**src/rtl/aux_arb_pkg.sv**
```systemverilog
// Shared types and default sizes for the aux memory arbiter.
package aux_arb_pkg;

    localparam int unsigned AUX_DATA_WIDTH      = 16;
    localparam int unsigned AUX_ADDR_WIDTH      = 5;
    localparam int unsigned AUX_MEMORY_ELEMENTS = 10;
    localparam int unsigned AUX_MAX_WAIT        = 1024;

    typedef enum logic [1:0] {
        IDLE  = 2'd0,
        ISSUE = 2'd1,
        RWAIT = 2'd2,
        ACK   = 2'd3
    } cpu_state_t;

endpackage

```
**src/rtl/vblank_tracker.sv**
```systemverilog
// Vertical-blank flag: set on the v_sync falling edge, cleared when video starts.
// Only built when AUX_FRAME_LOCK_EN is defined.
`ifdef AUX_FRAME_LOCK_EN
module vblank_tracker (
    input  logic clock_in,
    input  logic reset_in,
    input  logic v_sync_in,
    input  logic video_on_in,
    output logic vblank_out
);

    logic r_vsync_d;
    logic r_video_d;
    logic r_vblank;

    // Registered copy starts low so a low v_sync at reset release is not taken as an edge.
    always_ff @(posedge clock_in) begin
        if (reset_in) begin
            r_vsync_d <= 1'b0;
            r_video_d <= 1'b0;
            r_vblank  <= 1'b0;
        end else begin
            r_vsync_d <= v_sync_in;
            r_video_d <= video_on_in;
            if (video_on_in && !r_video_d) begin
                r_vblank <= 1'b0;
            end else if (r_vsync_d && !v_sync_in) begin
                r_vblank <= 1'b1;
            end
        end
    end

    assign vblank_out = r_vblank;

endmodule
`endif

```
**src/rtl/aux_mem_arbiter.sv**
```systemverilog
// Single-port aux RAM arbiter: display reads own the port; CPU accesses run in blanking.
// Define AUX_FRAME_LOCK_EN to restrict CPU access to vertical blanking only.
module aux_mem_arbiter
    import aux_arb_pkg::*;
#(
    parameter int unsigned DATA_WIDTH        = AUX_DATA_WIDTH,
    parameter int unsigned AUX_ADDRESS_WIDTH = AUX_ADDR_WIDTH,
    parameter int unsigned MEMORY_ELEMENTS   = AUX_MEMORY_ELEMENTS,
    parameter int unsigned MAX_WAIT          = AUX_MAX_WAIT
) (
    input  logic                         clock_in,
    input  logic                         reset_in,
    input  logic                         video_on_in,
    input  logic                         v_sync_in,
    input  logic [AUX_ADDRESS_WIDTH-1:0] disp_raddress_in,
    output logic [DATA_WIDTH-1:0]        disp_data_out,
    input  logic                         cpu_req_in,
    input  logic                         cpu_we_in,
    input  logic [AUX_ADDRESS_WIDTH-1:0] cpu_address_in,
    input  logic [DATA_WIDTH-1:0]        cpu_wdata_in,
    output logic                         cpu_ack_out,
    output logic                         cpu_err_out,
    output logic [DATA_WIDTH-1:0]        cpu_rdata_out,
    output logic                         cpu_timeout_out,
    output logic                         mem_en_out,
    output logic                         mem_we_out,
    output logic [AUX_ADDRESS_WIDTH-1:0] mem_address_out,
    output logic [DATA_WIDTH-1:0]        mem_wdata_out,
    input  logic [DATA_WIDTH-1:0]        mem_rdata_in
);

    localparam int unsigned CNT_W = $clog2(MAX_WAIT + 1);

    cpu_state_t            r_state;
    logic                  r_disp_rd;
    logic                  r_ack;
    logic                  r_err;
    logic                  r_timeout;
    logic [DATA_WIDTH-1:0] r_disp_data;
    logic [DATA_WIDTH-1:0] r_cpu_rdata;
    logic [CNT_W-1:0]      r_wait_cnt;

    logic w_window_open;
    logic w_range_err;
    logic w_cpu_own;
    logic w_disp_own;

`ifdef AUX_FRAME_LOCK_EN
    logic w_vblank;

    vblank_tracker u_vblank (
        .clock_in    (clock_in),
        .reset_in    (reset_in),
        .v_sync_in   (v_sync_in),
        .video_on_in (video_on_in),
        .vblank_out  (w_vblank)
    );

    assign w_window_open = w_vblank && !video_on_in;
`else
    logic w_unused_vsync;
    assign w_unused_vsync = v_sync_in;
    assign w_window_open  = !video_on_in;
`endif

    assign w_range_err = 32'(cpu_address_in) >= MEMORY_ELEMENTS;

    // Port ownership: CPU only in a non-aborted ISSUE cycle; nobody while in reset.
    assign w_cpu_own  = !reset_in && (r_state == ISSUE) && !video_on_in;
    assign w_disp_own = !reset_in && !w_cpu_own;

    assign mem_en_out      = w_cpu_own || w_disp_own;
    assign mem_we_out      = w_cpu_own && cpu_we_in;
    assign mem_address_out = w_cpu_own  ? cpu_address_in   :
                             w_disp_own ? disp_raddress_in : '0;
    assign mem_wdata_out   = w_cpu_own ? cpu_wdata_in : '0;

    always_ff @(posedge clock_in) begin
        if (reset_in) begin
            r_state     <= IDLE;
            r_disp_rd   <= 1'b0;
            r_ack       <= 1'b0;
            r_err       <= 1'b0;
            r_timeout   <= 1'b0;
            r_disp_data <= '0;
            r_cpu_rdata <= '0;
            r_wait_cnt  <= '0;
        end else begin
            r_ack     <= 1'b0;
            r_err     <= 1'b0;
            r_disp_rd <= w_disp_own;
            if (r_disp_rd) begin
                r_disp_data <= mem_rdata_in;
            end

            case (r_state)
                IDLE: begin
                    if (cpu_req_in) begin
                        if (w_range_err) begin
                            r_state <= ACK;
                            r_ack   <= 1'b1;
                            r_err   <= 1'b1;
                        end else if (w_window_open) begin
                            r_state <= ISSUE;
                        end
                    end
                end
                ISSUE: begin
                    if (video_on_in) begin
                        r_state <= IDLE;
                    end else if (cpu_we_in) begin
                        r_state <= ACK;
                        r_ack   <= 1'b1;
                    end else begin
                        r_state <= RWAIT;
                    end
                end
                RWAIT: begin
                    r_cpu_rdata <= mem_rdata_in;
                    r_state     <= ACK;
                    r_ack       <= 1'b1;
                end
                ACK: begin
                    r_state <= IDLE;
                end
                default: begin
                    r_state <= IDLE;
                end
            endcase

            // Starvation counter saturates at MAX_WAIT; the timeout flag is sticky.
            if (r_ack) begin
                r_wait_cnt <= '0;
            end else if (cpu_req_in && (r_wait_cnt != CNT_W'(MAX_WAIT))) begin
                r_wait_cnt <= r_wait_cnt + CNT_W'(1);
                if (r_wait_cnt == CNT_W'(MAX_WAIT - 1)) begin
                    r_timeout <= 1'b1;
                end
            end
        end
    end

    assign disp_data_out   = r_disp_data;
    assign cpu_ack_out     = r_ack;
    assign cpu_err_out     = r_err;
    assign cpu_rdata_out   = r_cpu_rdata;
    assign cpu_timeout_out = r_timeout;

endmodule

```
**config.mk**
```make
export PLATFORM = sky130hd
export DESIGN_NAME = aux_mem_arbiter
export DESIGN_NICKNAME = d
export VERILOG_FILES = /design/src/rtl/aux_arb_pkg.sv /design/src/rtl/vblank_tracker.sv /design/src/rtl/aux_mem_arbiter.sv
export SDC_FILE = /design/constraint.sdc
export NUM_CORES = 1
export LEC_CHECK = 0
export ABC_AREA = 1
export ABC_CLOCK_PERIOD_IN_PS = 4050
export CAP_MARGIN = 10
export CORE_MARGIN = 4
export CORE_UTILIZATION = 44
export CTS_CLUSTER_SIZE = 25
export DETAILED_ROUTE_END_ITERATION = 12
export PLACE_DENSITY = 0.9
export SYNTH_ARGS = -nofsm -noshare
export SYNTH_HDL_FRONTEND = slang
export SYNTH_SLANG_ARGS = --single-unit
export TNS_END_PERCENT = 1
```
**constraint.sdc**
```tcl
create_clock -name clock_in -period 4.05 [get_ports clock_in]
set_input_delay 1.0125 -clock clock_in [delete_from_list [all_inputs] [get_ports clock_in]]
set_output_delay 1.0125 -clock clock_in [all_outputs]
set_load 0.005 [all_outputs]
```
* After elaboration in Yosys (flattened, before gate mapping)
Cells that the tools add are included.
** Storage, ports and cells
- Flip-flop bits (word level) :: 49
** Operators by class
- Equality and inequality tests :: 7
- Add/sub/neg operators :: 1
- Bitwise operators :: 2
- Order comparisons :: 1
- Mux-type cells :: 14
- Reductions and logical operators :: 14
** Operators with widths (count)
- 16-bit 2-to-1 mux :: 1
- 11-bit by 1-bit adder with 11-bit output, second input constant :: 1
- 11-bit by 10-bit == test with 1-bit output, second input constant :: 1
- 11-bit inequality test, second input constant :: 1
- 5-bit 2-to-1 mux :: 2
- 2-bit 2-to-1 mux :: 4
- 2-bit case mux with 4 select lines :: 1
- 5-bit by 4-bit greater-or-equal comparator with 1-bit output, second input constant :: 1
- 1-bit logical AND :: 5
- 1-bit 2-to-1 mux :: 5
- 2-bit == test, second input constant :: 2
- 2-bit OR reduction :: 2
- 1-bit logical NOT :: 3
- 3-bit inequality test, second input constant :: 1
- 1-bit case mux with 3 select lines :: 1
- 3-bit AND reduction :: 1
- 2-bit by 1-bit == test with 1-bit output, second input constant :: 1
- 2-bit logical NOT :: 1
- 2-bit inequality test, second input constant :: 1
- 1-bit inverter :: 2
- 2-bit AND reduction :: 1
- 1-bit logical OR :: 1

* Logic depth before layout (Yosys ltp)
- Depth in word-level cells :: 7
- Depth in mapped cells :: 8

* Least setup slack after synthesis
Ideal clock, no wire load.
- Kind :: input-to-output
- From :: in video_on_in
- To :: out mem_wdata_out[10]
- Arrival time :: 1651 ps
- Slack :: 1386 ps
- Cell stages on the path :: 6
- Data required time :: 3038 ps
- Path buffers :: 1
- Cell sequence :: inv_1 -> nand3_1 -> inv_1 -> nand2_2 -> buf_6 -> nor2_1
** Between the ends
- Longest elaborated chain between the ends :: 3
** RTL lines
- start, declared :: RTL line aux_mem_arbiter.sv:13 : input logic video_on_in,
- 1-bit logical NOT :: RTL line aux_mem_arbiter.sv:69 : assign w_cpu_own = !reset_in && (r_state == ISSUE) && !video_on_in;
- 1-bit logical AND :: RTL line aux_mem_arbiter.sv:69
- 16-bit 2-to-1 mux :: RTL line aux_mem_arbiter.sv:76 : assign mem_wdata_out = w_cpu_own ? cpu_wdata_in : '0;
- end, declared :: RTL line aux_mem_arbiter.sv:28 : output logic [DATA_WIDTH-1:0] mem_wdata_out,
Every way passes these cells.

* Worst setup path after layout
- From :: in reset_in
- To :: out mem_address_out[2]
** Between the ends
- Longest elaborated chain between the ends :: 7
** RTL lines
- start, declared :: RTL line aux_mem_arbiter.sv:12 : input logic reset_in,
- 1-bit logical NOT * :: RTL line aux_mem_arbiter.sv:69, aux_mem_arbiter.sv:70
- 1-bit logical AND (2 in series) :: RTL line aux_mem_arbiter.sv:69
- 1-bit logical NOT :: RTL line aux_mem_arbiter.sv:70 : assign w_disp_own = !reset_in && !w_cpu_own;
- 1-bit logical AND :: RTL line aux_mem_arbiter.sv:70
- 5-bit 2-to-1 mux :: RTL line aux_mem_arbiter.sv:75 : w_disp_own ? disp_raddress_in : '0;
- 5-bit 2-to-1 mux * :: RTL line aux_mem_arbiter.sv:74 : assign mem_address_out = w_cpu_own ? cpu_address_in :
- end, declared :: RTL line aux_mem_arbiter.sv:27 : output logic [AUX_ADDRESS_WIDTH-1:0] mem_address_out,
Every way passes the cells marked *; elsewhere a longest branch is shown, timed or not.

==> reports/metrics.yaml <==
clock_tree:
  ctsHoldBuffers: 0
  clock_path_buffers: 2
  clock-sinks: 49
  cts-htree-levels: 2
  cts_root_buf: "clkbuf_8"
  clkSlewWorstSetupHoldPaths_ns: 0.09
  clkLatencyLatePin_ns: 0.30
  cts_setup_buffers: 0
  cts_tree: "done"
  cts_buffers: 5
  ctsResizeCount: 0
drt:
  initialDrtViolationCount: 143
  num_vias: 2433
  totalWireLength_um: 6400
  first_pass_iters: 5
  wl_per_cell_um: 12.8
  wl_met2_um: 3120
  drc: 0
  drt-met1-wl_um: 2520
  dr_wl_met3_um: 694
  ant_nets: 0
  top_layer_used: "met4"
  viasPerCell: 4.86
final_layout:
  fillers: 407
  area_growth_pct: 53.3
  antenna_cells: 0
  final_util: 0.712
  layout.nets: 483
  drive_above_1_share: 0.0369
logic_synthesis:
  syn_nets: 381
  async_flop_share: 0
  syn-cell-area_um2: 2240
  yosys.area_share.simple: 0.317
  ys_top_cells_by_count: "103 x nor2_1, 49 x dfxtp_1, 47 x nand2_1, 41 x inv_1, 37 x o21ai_0"
  avgSynthCellArea_um2: 6.76
  synth_enable_flop_cells: 0
  synth-compound-area-share: 0.120
  synthAdderAreaFrac: 0.0112
  synth_ff_type: "dfxtp_1"
  yosys.area_share.xor_xnor: 0.0196
  synth-seq-area-share: 0.438
  synth_top_family_by_area: "simple AND/OR/NAND/NOR gates"
  synth.distinct_cells: 21
  yosys-top-cells-area: "dfxtp_1 44%, nor2_1 17%, o21ai_0 8.3%"
  yosysTopAreaCell: "dfxtp_1"
  yosys_warnings: 0
  muxShareOfSynthArea: 0
  ys_seq_elements: 49
  synth_top_area_frac: 0.438
  syn-instance-count: 331
  synth.most_common_cell: "nor2_1"
sta:
  worst_slew_pin_slew_ns: 0.567
  fmax_mhz: 263
  period_minus_slack_ns: 3.80
  post-route-period-util: 0.938
  rsz0062_at_grt: "no"
  hold_violations: 0
  skew_ns: 0.00502
  finalMaxSlewViolations: 0
  tns_ns: 0
  slew_headroom: 0.621
  setup_violations: 0
worst_setup_path:
  worst_setup_path_end_kind: "primary output"
  cpMaxStageDelayCell: "clkdlybuf4s50_1"
  crit_buf_inv: 3
  critical_path_class: "in2out"
  critical_path.most_common_cell: "clkdlybuf4s50_1"
  r2r-start: "r_state[1]"
  cp_top_family: "buffers and inverters"
  reg2reg_to: "cpu_rdata_out[3]"
  cp.arrival_ns: 2.78
  rrSetupSlack_ns: 2.53
  cp-start-kind: "input pin"
  path_cells: "clkdlybuf4s50_1 -> inv_1 -> nand2_2 -> o21ai_0 -> clkdlybuf4s50_1"
  crit_required_ns: 3.04
  ff2ff_path_depth: 5
  crit_fanout: 19
  critical-path-max-stage-delay_ns: 0.53
pwr:
  p_clk_frac: 0.290
  powerDensity_nw_per_um2: 359
  combinationalPowerShare: 0.248
  p_seq_frac: 0.462
  power.ir.vdd_worst_mv: 0.253
  switchingPower_mw: 0.327
  switching_share: 0.265
  intPower_mw: 0.904
  leakagePower_nw: 1.47
grt:
  grt_pass1_wl_um: 10700
  groute.usage.overall: 0.209
  grt-ovfl-total: 0
  grt_antenna_before_repair: 0
  grt_max_degree: 33
  grt_pass1_vias: 2415
place:
  dp_hpwl_um: 4810
  place.gp.congestion: 0.828
  io_buffers: 104
hold_path:
  min_from: "cpu_timeout_out"
  min_path_type: "reg2reg"
  holdPathEnd: "cpu_timeout_out"
  hold_depth: 2
die:
  die-area_um2: 6290
  fp.dieW_um: 79.3
  io_pins: 106
  start_util: 0.464
  core_um2: 4820
  fp.dieH_um: 79.3
  rows: 25
status:
  status: "finished, final reports clean"
run:
  drv_cap: 0
-- stage by stage --
step	instance area (µm²)	instances	hold WS, ns	setup slack, ns	total power [mW]
6_report	3430	501	0.453	0.253	1.23
5_1_grt	3430	501	0.497	0.0602	1.30
4_1_cts	3430	501	0.455	0.252	1.24
3_5_place_dp	3310	493	0.442	0.264	0.883
3_3_place_gp	3310	493	0.440	0.295	0.874
2_1_floorplan	2240	331	0.441	1.39	0.694
-- power groups by stage --
stage / logic, mW / registers [mW] / clock network [mW]
final: 0.305 / 0.568 / 0.357
after global routing: 0.338 / 0.576 / 0.383
after CTS: 0.308 / 0.568 / 0.368
after detailed placement: 0.305 / 0.578 / 0
after global placement: 0.299 / 0.575 / 0
after floorplan: 0.118 / 0.576 / 0
-- cell families after synthesis --
| family | count (synthesis) |
|---|---|
| AO/OA/AOI/OAI | 51 |
| AND/OR/NAND/NOR | 173 |
| buffers and inverters | 51 |
| flip-flops | 49 |
| XOR/XNOR | 5 |
| adder cells (fa/ha/maj) | 2 |
-- registers in the layout, summed over array words and instances (netlist names) --
register / cells
r_state: 2
cpu_timeout_out: 1
cpu_rdata_out: 16
cpu_err_out: 1
cpu_ack_out: 1
r_wait_cnt: 11
r_disp_rd: 1
disp_data_out: 16
-- how the worst max path moves through the flow --
stage                     depth (start not counted)   startpoint                  to
final                                             5     reset_in  mem_address_out[2]
after global routing                              5     reset_in  mem_address_out[2]
after CTS                                         5     reset_in  mem_address_out[2]
after detailed placement                          5     reset_in  mem_address_out[2]
after global placement                            5     reset_in  mem_address_out[1]
after floorplan                                   6  video_on_in   mem_wdata_out[10]
-- layout by cell type (no fill, tap or decap), drive strengths merged --
cell type and instances:
a21oi 12, a22oi 1, buf 1, bufinv 1, clkbuf 7, clkdlybuf4s50 104
dfxtp 49, ha 2, inv 41, nand2 48, nand3 11, nand4 3
nor2 107, nor3 4, o21ai 38, xnor2 2, xor2 3
-- layout make-up --
class	count	area, µm²	share of cell area
clock buffer	7	86.3	0.0252
clock inverter	1	30.0	0.00876
multi-input combinational	231	1050	0.305
tap	67	83.8	0.0244
timing repair buffer	105	1050	0.306
sequential	49	981	0.286
inverter	41	154	0.0449
-- worst reg2reg max path, stage by stage (launching register included) --
cell and delay (ns):
dfxtp_1 0.35, inv_1 0.08, nor2_4 0.34, inv_1 0.37, nor2_1 0.20, nor2_1 0.07
-- per-layer routing --
metal	global-route usage	up-vias
li1	-	1225
met1	0.230	1103
met2	0.370	96
met3	0.0907	9
met4	0.0498	0
met5	0	-
No activity file was read; power rests on OpenSTA's default activity.
